==> src/rtl/sdram_test_sequencer.sv <==
// sdram_test_sequencer: fills a word range with an LFSR pattern, reads it back and counts miscompares, pass after pass.
// Optional first-miscompare capture ports are enabled by defining SDRAM_SEQ_ERRLOG_EN.
module sdram_test_sequencer #(
  parameter int ADDR_W = 24,
  parameter int DATA_W = 16,
  parameter logic [15:0] SEED = 16'hACE1
) (
  input  logic              clk,
  input  logic              reset_in,
  input  logic              start,
  input  logic              stop_on_error,
  output logic              ctl_req,
  output logic              ctl_we,
  output logic [ADDR_W-1:0] ctl_addr,
  output logic [DATA_W-1:0] ctl_wdata,
  input  logic              ctl_ack,
  input  logic              ctl_rvalid,
  input  logic [DATA_W-1:0] ctl_rdata,
  output logic              busy,
  output logic [1:0]        phase,
  output logic [15:0]       pass_count,
  output logic [15:0]       err_count
`ifdef SDRAM_SEQ_ERRLOG_EN
  ,
  output logic [ADDR_W-1:0] first_err_addr,
  output logic [DATA_W-1:0] first_err_exp,
  output logic [DATA_W-1:0] first_err_act,
  output logic              first_err_valid
`endif
);
  typedef enum logic [2:0] {IDLE, FILL, VREQ, VWAIT, PEND, HALT} state_t;
  localparam logic [15:0] SEED0 = (SEED == 16'h0) ? 16'h1 : SEED;
  state_t state;
  logic [15:0] lfsr;
  logic [15:0] seed_r;
  logic last;
  logic miss;
  function automatic logic [15:0] step(input logic [15:0] s);
    return s[0] ? ((s >> 1) ^ 16'hB400) : (s >> 1);
  endfunction
  // ctl_addr doubles as the walking address and ctl_wdata is the live pattern word
  assign ctl_wdata = lfsr[DATA_W-1:0];
  assign busy = phase[0] ^ phase[1];
  assign last = &ctl_addr;
  assign miss = ctl_rdata != lfsr[DATA_W-1:0];
  always_ff @(posedge clk) begin
    if (!reset_in) begin
      state <= IDLE;
      lfsr <= '0;
      seed_r <= SEED0;
      ctl_req <= 1'b0;
      ctl_we <= 1'b0;
      ctl_addr <= '0;
      phase <= 2'd0;
      pass_count <= '0;
      err_count <= '0;
`ifdef SDRAM_SEQ_ERRLOG_EN
      first_err_addr <= '0;
      first_err_exp <= '0;
      first_err_act <= '0;
      first_err_valid <= 1'b0;
`endif
    end else begin
      case (state)
        IDLE: if (start) begin
          lfsr <= seed_r;
          ctl_addr <= '0;
          ctl_req <= 1'b1;
          ctl_we <= 1'b1;
          phase <= 2'd1;
          state <= FILL;
        end
        FILL: if (ctl_ack) begin
          ctl_addr <= ctl_addr + ADDR_W'(1);
          lfsr <= last ? seed_r : step(lfsr);
          ctl_we <= !last;
          phase <= last ? 2'd2 : 2'd1;
          state <= last ? VREQ : FILL;
        end
        VREQ: if (ctl_ack) begin
          ctl_req <= 1'b0;
          state <= VWAIT;
        end
        VWAIT: if (ctl_rvalid) begin
          if (miss) begin
            err_count <= err_count + 16'(~&err_count);
`ifdef SDRAM_SEQ_ERRLOG_EN
            if (!first_err_valid) begin
              first_err_valid <= 1'b1;
              first_err_addr <= ctl_addr;
              first_err_exp <= lfsr[DATA_W-1:0];
              first_err_act <= ctl_rdata;
            end
`endif
          end
          if (miss && stop_on_error) begin
            phase <= 2'd3;
            state <= HALT;
          end else begin
            lfsr <= step(lfsr);
            ctl_addr <= ctl_addr + ADDR_W'(1);
            ctl_req <= !last;
            state <= last ? PEND : VREQ;
          end
        end
        PEND: begin
          pass_count <= pass_count + 16'd1;
          seed_r <= step(seed_r);
          lfsr <= step(seed_r);
          ctl_addr <= '0;
          ctl_req <= start;
          ctl_we <= start;
          phase <= start ? 2'd1 : 2'd0;
          state <= start ? FILL : IDLE;
        end
        default: ;
      endcase
    end
  end
endmodule

==> config.mk <==
export PLATFORM = sky130hd
export DESIGN_NAME = sdram_test_sequencer
export DESIGN_NICKNAME = d
export VERILOG_FILES = /design/src/rtl/sdram_test_sequencer.sv
export SDC_FILE = /design/constraint.sdc
export NUM_CORES = 1
export LEC_CHECK = 0
export ABC_AREA = 1
export CORE_MARGIN = 2
export CORE_UTILIZATION = 54
export DETAILED_ROUTE_END_ITERATION = 16
export GPL_TIMING_DRIVEN = 0
export PLACE_DENSITY = 0.84
export SYNTH_ARGS = -nofsm -noshare
export SYNTH_HDL_FRONTEND = slang
export SYNTH_SLANG_ARGS = --single-unit
==> constraint.sdc <==
create_clock -name clk -period 2.8 [get_ports clk]
set_input_delay 0.28 -clock clk [delete_from_list [all_inputs] [get_ports clk]]
set_output_delay 0.28 -clock clk [all_outputs]
set_load 0.02 [all_outputs]
==> run summary <==
- result of the run: completed
- Pleak: 2.75 nW
- antenna violation net count after detailed routing: 0
- Clock Tree Buf Depth: 2
- largest net degree at the start of global routing: 17
- Setup crit start kind: register
- number of nets in the finished design: 1,045
- count of antenna diodes in the layout: 0
- net switching share of the total power: 31.9%
- least setup slack across all paths after layout: 419 ps
- total CTS buffers: 9
- setup TNS: 0 ps
- final estimated routing congestion in global placement: 0.977
- CTS clk-pin slew, worst paths: 100 ps
- detailed-routing iteration count for the pre-antenna-repair pass: 5
- number of unique standard cell types used by synthesis: 34
- Min Hold Slack: 370 ps
- Synth Register Bits: 95
- endpoints failing hold: 0
- Clock Sinks: 95
- initial antenna violation count: 0
- kind of critical path: register to register
- Die ar.: 0.0112 mm2
- DRC viols: 0
- Hold Buf Count CTS: 0
- share of the yosys chip area belonging to registers: 33.9%
- # Post-CTS Setup Buffers: 0
- Internal Pwr Total: 2.09 mW
- Setup Viol. Count Final: 0
- Achievable Freq: 420 MHz
- net switching power: 0.980 mW
- number of flops mapped to enable cells by yosys: 0
- pin slew with the least headroom to its limit: 650 ps
- routed via count: 5,999
- vias in the first global route: 5,479
- most instantiated library cell after synthesis: nand2_1
- Maximum Capacitance Violations: 0
- layout overhead on the synthesized area: 23.8%
- grt total ovfl: 0
- dpl cell area: 0.00675 mm2
- post-layout min period: 2380 ps
- GR Util All Layers: 26.5%
- largest fanout on the critical path: 10
- number of port buffers: 97
- cell types occupying the most area after synthesis: dfxtp_1, nand2_1, nor2_1
- fin crit share: 85.0%
- data arrival time at the worst-slack endpoint: 2660 ps
- die extent in y: 106 um
- power share of the combinational group: 22.7%
- wire length of the first global-routing pass: 24.4 mm
- synthesized area: 0.00561 mm2
- Clock Latency Late Sink: 370 ps
- post-route clock skew: 13.2 ps
- clock root buffer: clkbuf_8
- Async SR Flop Fraction: 0%
- detail-routed net length per standard cell: 12.6 um
- count of pins over their slew limit: 0
- DR vias/cell: 5.18
- number of DRC markers in iteration 0: 293
- placement row count: 37
- Synth Warn #: 0
- total I/O pin count: 99
- Synth Flop Type: dfxtp_1
- post-route design area: 0.00695 mm2
- endpoint class of the critical path: register
- share of final-layout standard cells stronger than drive strength 1: 5.77%
- synthesized netlist cell count: 910
- number of resized instances in the post-cts repair step: 0
- length in cells of the worst reg-to-reg path: 11
- worst IR drop on VDD: 0.277 mV
- total power divided by cell area: 443 mW/mm2
- data required time at the worst endpoint: 3080 ps
- mean instance size in the synthesized netlist: 6.17 um2
- post-synthesis net count: 937
- clock network power share: 29.7%
- detailed placer's ending HPWL: 10.9 mm
- post-route non-filler standard cell count: 1,158
- clock tree from TritonCTS: built
- cell types with the highest counts after synthesis: nand2_1, nor2_1, dfxtp_1
- H-tree levels: 3
- instance count after placement with tap cells included: 1,143
- hold depth: 3
- Horiz. Die Dim: 106 um
- share of Yosys cell area claimed by the top area cell type: 33.9%
- total wire length: 14.6 mm
- area of the core: 0.0102 mm2
- share of total power in sequential cells: 47.6%
- initial cell density of the core: 55.1%
- worst hold-check path type: input pin to register
- unrepaired setup endpoints after global routing: no
- pre-CTS setup slack: 461 ps
- area leader, netlist: dfxtp_1
- worst rel slew slack: 56.7%
critical path, cell delays in order, from the launching register on:
cell,delay [ps]
dfxtp_1,580
ha_1,390
nand3_2,140
inv_2,120
nand2_4,90
nor2_8,170
a31oi_2,220
buf_2,260
nand2_1,100
nand3_1,80
nor2_1,100
nor2_1,40
cell families (layout without fill, tap and decap cells):
family / Yosys count / count (layout) / synth area share (%)
AOI/OAI and AO/OA: 94 / 94 / 9.01
xor gates and xnor gates: 32 / 32 / 5.00
DFF: 95 / 95 / 33.9
buffers and inverters: 123 / 235 / 9.12
adders and majority gates: 5 / 5 / 1.12
and+or+nand+nor: 561 / 561 / 41.9
path summary, 6_finish.rpt:
path                                      end  slack, ps        start
worst min-delay path            pass_count[5]        370     reset_in
worst min register to register      seed_r[8]        490    seed_r[8]
worst max-delay path             ctl_wdata[9]        420  ctl_addr[0]
worst max register to register   ctl_wdata[9]        420  ctl_addr[0]
final cells by class:
class                   instances  area [um2]
well taps                     136         170
flip-flops and latches         95        1900
multi-input cells             692        3200
repair buffers                 97         971
fillers                       929        3240
plain buffers                  33         174
clock buffers                   9         124
inverters                      90         338
clock inverters                 6        71.3
routing by layer:
metal | wire length [um] | track usage [%]
met1 | 6530 | 35.1
met2 | 6680 | 44.7
met3 | 1140 | 3.43
met4 | 284 | 8.93
met5 | 0 | 0
state kept, by name, indices dropped and copies added (netlist names):
| register | count |
|---|---|
| ctl_req | 1 |
| ctl_addr | 24 |
| err_count | 16 |
| phase | 2 |
| ctl_wdata | 16 |
| ctl_we | 1 |
| pass_count | 16 |
| state | 3 |
| seed_r | 16 |
power by group through the flow:
stage	clock, mW	sequential, mW	combinational, mW
floorplan	0	1.54	0.394
global placement	0	1.49	0.686
detailed placement	0	1.49	0.695
CTS	0.922	1.46	0.699
global route	0.984	1.47	0.775
finish	0.914	1.46	0.698
layout by cell type (no fill, tap or decap):
cell type and n:
nand2_1 322, nor2_1 127, clkdlybuf4s50_1 97, dfxtp_1 95, inv_1 80, nand3_1 68
a21oi_1 68, xor2_1 22, o21ai_0 18, clkbuf_1 15, nor3_1 13, buf_2 10
xnor2_1 10, nand4_1 9, clkbuf_8 9, inv_2 8, ha_1 5, nand2_4 4
nor2_2 4, buf_4 4, o21a_1 4, buf_6 3, nor2_4 2, nand3_2 2
clkinv_1 2, nand2_2 2, nor3b_1 2, nor3_2 2, nand3b_1 2, clkinv_4 2
clkinvlp_4 2, nor4_1 1, buf_1 1, nor2_8 1, a31oi_2 1, o21bai_4 1
a22oi_1 1, a31oi_1 1, inv_6 1, bufinv_16 1
stage by stage:
step           utilization, %  total power, mW
4_1_cts                  68.2             3.08
3_3_place_gp             66.3             2.18
3_5_place_dp             66.3             2.19
5_1_grt                  68.2             3.23
2_1_floorplan               -             1.93
6_report                 68.2             3.07
Note: power is estimated with default switching activity, not from simulation.
